<file path="config.mk">
export PLATFORM = sky130hd
export DESIGN_NAME = hazard_scoreboard
export DESIGN_NICKNAME = d
export VERILOG_FILES = /design/src/rtl/hazard_scoreboard.sv
export SDC_FILE = /design/constraint.sdc
export NUM_CORES = 1
export LEC_CHECK = 0
export BUFFER_PORTS_ARGS = -buffer_cell sky130_fd_sc_hd__buf_2
export CORE_MARGIN = 8
export CORE_UTILIZATION = 44
export DETAILED_ROUTE_END_ITERATION = 10
export PLACE_DENSITY = 0.73
export REMOVE_ABC_BUFFERS = 1
export SYNTH_ARGS = -nofsm -noshare
export SYNTH_HDL_FRONTEND = slang
export SYNTH_SLANG_ARGS = --single-unit
</file>
<file path="constraint.sdc">
create_clock -name clk_i -period 7.3 [get_ports clk_i]
set_input_delay 0.73 -clock clk_i [delete_from_list [all_inputs] [get_ports clk_i]]
set_output_delay 0.73 -clock clk_i [all_outputs]
set_load 0.05 [all_outputs]
</file>
<file path="src/rtl/hazard_scoreboard.sv">
// Tracks in-flight register writes from issue to writeback and stalls ID one cycle on load-use.
// stall_o is combinational from registered state; mem_stall_i freezes all state and suppresses issue.
module hazard_scoreboard #(
  parameter int NUM_REGS = 32,
  parameter int REG_W    = 5,
  parameter int CNT_W    = 16
) (
  input  logic                clk_i,
  input  logic                rst_i,
  input  logic                id_valid_i,
  input  logic [REG_W-1:0]    id_rs1_i,
  input  logic [REG_W-1:0]    id_rs2_i,
  input  logic                id_use_rs1_i,
  input  logic                id_use_rs2_i,
  input  logic [REG_W-1:0]    id_rd_i,
  input  logic                id_regwrite_i,
  input  logic                id_memread_i,
  input  logic                flush_i,
  input  logic                mem_stall_i,
  output logic                stall_o,
  output logic [NUM_REGS-1:0] busy_o,
  output logic [CNT_W-1:0]    stall_count_o
);

  localparam logic [CNT_W-1:0] CNT_MAX = {CNT_W{1'b1}};

  logic [NUM_REGS-1:0]      v_q, v_d;
  logic [NUM_REGS-1:0]      l_q, l_d;
  logic [NUM_REGS-1:0][1:0] a_q, a_d;
  logic [CNT_W-1:0]         cnt_q, cnt_d;

  logic hit_rs1, hit_rs2, advance, issue;

  // Only a load still in EX cannot be bypassed; older loads and all ALU results are forwarded.
  always_comb begin
    hit_rs1 = id_use_rs1_i && (id_rs1_i != '0) && v_q[id_rs1_i] &&
              l_q[id_rs1_i] && (a_q[id_rs1_i] == 2'd0);
    hit_rs2 = id_use_rs2_i && (id_rs2_i != '0) && v_q[id_rs2_i] &&
              l_q[id_rs2_i] && (a_q[id_rs2_i] == 2'd0);
    stall_o = id_valid_i && !flush_i && (hit_rs1 || hit_rs2);
  end

  assign advance = !mem_stall_i;
  assign issue   = advance && id_valid_i && id_regwrite_i && (id_rd_i != '0) &&
                   !stall_o && !flush_i;

  always_comb begin
    v_d   = v_q;
    l_d   = l_q;
    a_d   = a_q;
    cnt_d = cnt_q;
    if (advance) begin
      for (int r = 1; r < NUM_REGS; r++) begin
        if (v_q[r]) begin
          if (a_q[r] == 2'd2) begin
            v_d[r] = 1'b0;
          end else begin
            a_d[r] = a_q[r] + 2'd1;
          end
          if (flush_i && (a_q[r] == 2'd0)) begin
            v_d[r] = 1'b0;
          end
        end
      end
      // Newest producer owns the entry; the older write is safely forgotten.
      if (issue) begin
        v_d[id_rd_i] = 1'b1;
        a_d[id_rd_i] = 2'd0;
        l_d[id_rd_i] = id_memread_i;
      end
      if (stall_o && (cnt_q != CNT_MAX)) begin
        cnt_d = cnt_q + 1'b1;
      end
    end
    v_d[0] = 1'b0;
    l_d[0] = 1'b0;
    a_d[0] = 2'd0;
  end

  always_ff @(posedge clk_i) begin
    if (rst_i) begin
      v_q   <= '0;
      l_q   <= '0;
      a_q   <= '0;
      cnt_q <= '0;
    end else begin
      v_q   <= v_d;
      l_q   <= l_d;
      a_q   <= a_d;
      cnt_q <= cnt_d;
    end
  end

  assign busy_o        = {v_q[NUM_REGS-1:1], 1'b0};
  assign stall_count_o = cnt_q;

endmodule

</file>
After elaboration in Yosys (flattened, before gate mapping)
Index checks and enable logic that the tools add are counted.
{ "word_totals": {"reg_bits": 144, "inputBits": 24, "out_inout_bits": 49, "wordCells": 435} }
{ "op_classes": {"addsub": 32, "order_cmp": 4, "eq_ne": 32, "muxes": 236, "bitwise_logic": 4, "n_reduce_logical": 90} }
{ "ops": {"columns": ["operator", "n"], "rows": [
  ["$mux W2", 96],
  ["$mux W1", 129],
  ["$logic_not A2 Y1", 33],
  ["$and A64 B64 Y64", 1],
  ["$mux W64", 1],
  ["$not A64 Y64", 1],
  ["$add A2 B1 Y2 const B", 31],
  ["$eq A2 B2 Y1 const B", 31],
  ["$logic_and A1 B1 Y1", 48],
  ["$bwmux W32", 1],
  ["$mux W32", 1],
  ["$or A32 B32 Y32", 1],
  ["$bmux W1 S5", 4],
  ["$bmux W2 S5", 2],
  ["$lt A5 B6 Y1 const B", 3],
  ["$add A16 B1 Y16 const B", 1],
  ["$ne A16 B16 Y1 const B", 1],
  ["$reduce_bool A5 Y1", 3],
  ["$demux W2 S5", 1],
  ["$demux W1 S5", 1],
  ["$ge A5 B1 Y1 const B", 1],
  ["$reduce_and A2 Y1", 2],
  ["$logic_not A1 Y1", 3],
  ["$logic_or A1 B1 Y1", 1],
  ["$not A1 Y1", 1]
]} }

Depth between registers and ports, before layout
{ "logic_depth": {"word_depth": 11, "depth_mapped": 12, "mapped_depth_nobuf": 8} }

Worst setup path after synthesis
Ideal clock, no wire load.
{ "synth_timing": {"path_kind": "input port to output port", "startpoint": "in id_rs2_i[0]", "endpoint": "out stall_o", "arrival_ns": 3.626, "required_ns": 6.570, "setup_slack_ns": 2.944, "path_stages": 10, "path_buffers": 3, "path_cell_list": "buf_2 > and2b_1 > a22oi_1 > a2111oi_1 > nor3_1 > nor4_2 > nor2_2 > buf_2 > clkbuf_1 > nor3b_1"} }
{ "synth_via": {"elab_chain_len": 7, "elab_cells_between_ends": 14, "classes_between": "mux: 6; reduce/logical: 8"} }
{ "synth_rtl": {"columns": ["element", "line_no", "source"], "rows": [
  ["start: declaration", "12", "input logic [REG_W-1:0] id_rs2_i,"],
  ["$bmux W1 S5 / $reduce_bool A5 Y1 (equally long branches)", "38", "hit_rs2 = id_use_rs2_i && (id_rs2_i != '0) && v_q[id_rs2_i] &&"],
  ["$mux W1 (not written as such) / $logic_and A1 B1 Y1 (equally long branches)", "38", null],
  ["$logic_and A1 B1 Y1 (2 in a row)", "38", null],
  ["$logic_and A1 B1 Y1 *", "39", "l_q[id_rs2_i] && (a_q[id_rs2_i] == 2'd0);"],
  ["$logic_or A1 B1 Y1 *", "40", "stall_o = id_valid_i && !flush_i && (hit_rs1 || hit_rs2);"],
  ["$logic_and A1 B1 Y1 *", "40", null],
  ["end: declaration", "20", "output logic stall_o,"]
]} }
Mark *: on every way between the ends. The rest lies on a longest branch, timed or not. The select of a mux whose other input is x is not followed.

Worst setup path in the final report
{ "layout_timing": {"startpoint": "reg v_q[2]", "endpoint": "out stall_o"} }
{ "layout_via": {"elab_chain_len": 7, "elab_cells_between_ends": 12, "classes_between": "mux: 4; reduce/logical: 8"} }
{ "layout_rtl": {"columns": ["element", "line_no", "source"], "rows": [
  ["start: declaration", "27", "logic [NUM_REGS-1:0] v_q, v_d;"],
  ["start signal: assignment", "87", "v_q <= v_d;"],
  ["$bmux W1 S5 (on tied branches)", "36, 38", null],
  ["$mux W1 (on tied branches)", "36, 38", null],
  ["$logic_and A1 B1 Y1 (on tied branches) (2 in a row)", "36, 38", null],
  ["$logic_and A1 B1 Y1 (on tied branches)", "37, 39", null],
  ["$logic_or A1 B1 Y1 *", "40", null],
  ["$logic_and A1 B1 Y1 *", "40", null]
]} }
Marked as above.

==> impl_metrics.toml <==
[status]
outcome = "completed"

[cts]
clk_pin_slew_ns = 0.06
clockRootBuffer = "clkbuf_16"
post_cts_resized = 0
cts.path.max_buffers = 2
cts_tree = "done"
cts_setup_buffers = 0
cts_hold_buf = 0
h-tree-depth = 4
numCtsBuffers = 17
clock_latency_ns = 0.43
cts_sinks = 140

[sta]
maxClockFrequency_mhz = 247
rsz0062_at_grt = "false"
drv_slew = 0
setup_slack_ns = 3.24
setup_tns_ns = 0
finalHoldWorstSlack_ns = 0.468
finalCritPeriodShare = 0.556
finalSetupViolCount = 0
finalHoldViolCount = 0
clock_skew_ns = 0.00760
worstMarginPinSlew_ns = 0.960
min_period_ns = 4.06
relSlewSlack = 0.358

[cells_and_area]
nets = 1142
final_util = 0.502
fin_cells = 1300
area_growth_pct = 13.5
drive_above_1_share = 0.121
finalInstanceArea_um2 = 9270

[pwr]
power_switching_share = 0.234
power_frac_clock = 0.491
ir_worst_vdd_v = 0.000166
p_seq_frac = 0.449
power_frac_comb = 0.060
p_sw_uw = 400
p_per_area_nw_per_um2 = 184
finalPower_mw = 1.71
internal-power_mw = 1.31
p_leak_nw = 3.67

[drt]
drt_iter0_markers = 514
detail-route-antenna-nets = 0
viasPerCell = 5.53
routed_wl_um = 21300
num_vias = 7186
drcViolationCount = 0
first_pass_iters = 5
wl_per_cell_um = 16.4

[grt]
grt_overflow = 0
grt_pass1_vias = 6893
antenna_found_initial = 3
grt_max_degree = 95
grt_pass1_wl_um = 34600
grt_use_total = 0.182

[synthesis]
synth.distinct_cells = 56
yosys_warnings = 0
syn_inst = 999
synth_top_family_by_area = "simple AND/OR/NAND/NOR gates"
synth_ff_type = "dfxtp_1"
ys_ff_latch = 140
synth_edf_count = 0
synth_area_leaders = "dfxtp_1, ha_1, a21oi_1"
syn_area_per_cell_um2 = 8.17
muxShareOfSynthArea = 0.0760
synthXorXnorAreaFrac = 0
synth_top_cell_by_area = "dfxtp_1"
yosys.area.top_type_share = 0.343
synthArstFlopShare = 0
synthAdderAreaFrac = 0.104
syn_area_um2 = 8160
synth_compound_area_frac = 0.144
yosysSeqAreaShare = 0.343
yosys.area_share.simple = 0.273

[floorplan]
chipHeight_um = 152
dieArea_um2 = 23200
fp.dieW_um = 152
num_io_pins = 73
initial_utilization = 0.442
num_rows = 50
core_um2 = 18500

[placement]
dp_hpwl_um = 15000
placed_area_um2 = 8700
place.gp.congestion = 0.928
numPortBuffers = 71
dp.cells = 1265
pre_cts_ws_ns = 3.55

[worst_setup_path]
startpoint_type = "flip-flop"
path_max_fanout = 33
path_cells = "nor4bb_1 -> a22oi_1 -> a2111oi_1 -> nor3_1 -> nor4_2 -> nor2_4 -> nor3b_1 -> buf_2"
crit_type = "reg2out"
slowest_delay_ns = 0.65
cp-end-kind = "output port"
cp.arrival_ns = 3.33
critPathSlowestCell = "nor4bb_1"
cp.required_ns = 6.57

[worst_hold_path]
hold_class = "reg2reg"

[flow_run]
maxCapViolations = 0
## worst max-delay path, delay by kind of cell (launching register included)
| family | cells | cell delay (ns) |
|---|---|---|
| compound gates | 2 | 0.58 |
| simple gates | 5 | 1.66 |
| flops | 1 | 0.35 |
| buf+inv | 1 | 0.29 |
## power groups by stage
stage	Clock [mW]	Sequential (mW)	Combinational [mW]
after global routing	0.886	0.765	0.112
after floorplan	0	0.784	0.0436
after detailed placement	0	0.782	0.102
after CTS	0.849	0.766	0.102
after global placement	0	0.782	0.101
final	0.838	0.766	0.103
## cells in the mapped netlist (2+ instances only)
master / number
dfxtp_1: 140
a21oi_1: 132
nor2_1: 92
ha_1: 68
inv_1: 68
nor3_1: 59
nor2b_1: 52
clkbuf_1: 41
nand3_1: 41
o21ai_0: 39
mux2i_1: 35
nand2b_1: 35
nand2_1: 29
and3_1: 23
nor4bb_1: 21
nor3b_1: 13
nor4_1: 12
mux2_1: 10
a22oi_1: 8
buf_2: 7
mux2_2: 6
a211oi_1: 5
a311oi_1: 5
nand4_1: 5
a32oi_1: 4
and2_1: 4
mux4_2: 4
nor4b_1: 3
and4_1: 2
buf_4: 2
nand3b_1: 2
o21ai_1: 2
o21bai_1: 2
o311a_1: 2
o31ai_1: 2
or2_2: 2
or3b_1: 2
or4_1: 2
## state kept, by name (all words and copies together), names as in the netlist
| name | count |
|---|---|
| a_q | 62 |
| l_q | 31 |
| stall_count_o | 16 |
| v_q | 31 |
## placed cells by master (no fill, tap or decap), drive strengths merged, types with 29 or more instances in the layout
cell type,instances
dfxtp,140
a21oi,132
nor2,93
buf,84
inv,69
ha,68
nor3,59
nor2b,52
nand3,41
o21ai,41
nand2b,35
mux2i,35
nand2,29
## cells by family after synthesis
group,after synthesis
buf+inv,121
mux,55
other cells,1
compound gates,210
simple gates,404
fa+ha+maj,68
flops,140
## per-layer routing
layer | part of all wire | GRT usage | vias up
met1 | 0.43 | 0.219 | 3360
li1 | - | - | 3623
met5 | 0.00047 | 0 | -
met2 | 0.47 | 0.303 | 162
met3 | 0.064 | 0.0485 | 39
met4 | 0.028 | 0.0781 | 2
## final cells by class
type | instances | area [um^2]
Fill cell | 1720 | 9190
Multi-Input combinational cell | 738 | 4890
Sequential cell | 140 | 2800
Clock buffer | 23 | 468
Timing Repair Buffer | 84 | 455
Tap cell | 234 | 293
Inverter | 69 | 259
Clock inverter | 8 | 92.6
Antenna cell | 4 | 10.0
## worst paths after layout
check | from | to | slack, ns | cells past startpoint
hold / removal | a_q[40] | a_q[40] | 0.47 | 2
setup reg to reg | v_q[2] | stall_count_o[15] | 3.69 | 9
setup / recovery | v_q[2] | stall_o | 3.24 | 8
hold reg to reg | a_q[40] | a_q[40] | 0.47 | 2
No activity file was read; power rests on OpenSTA's default activity.
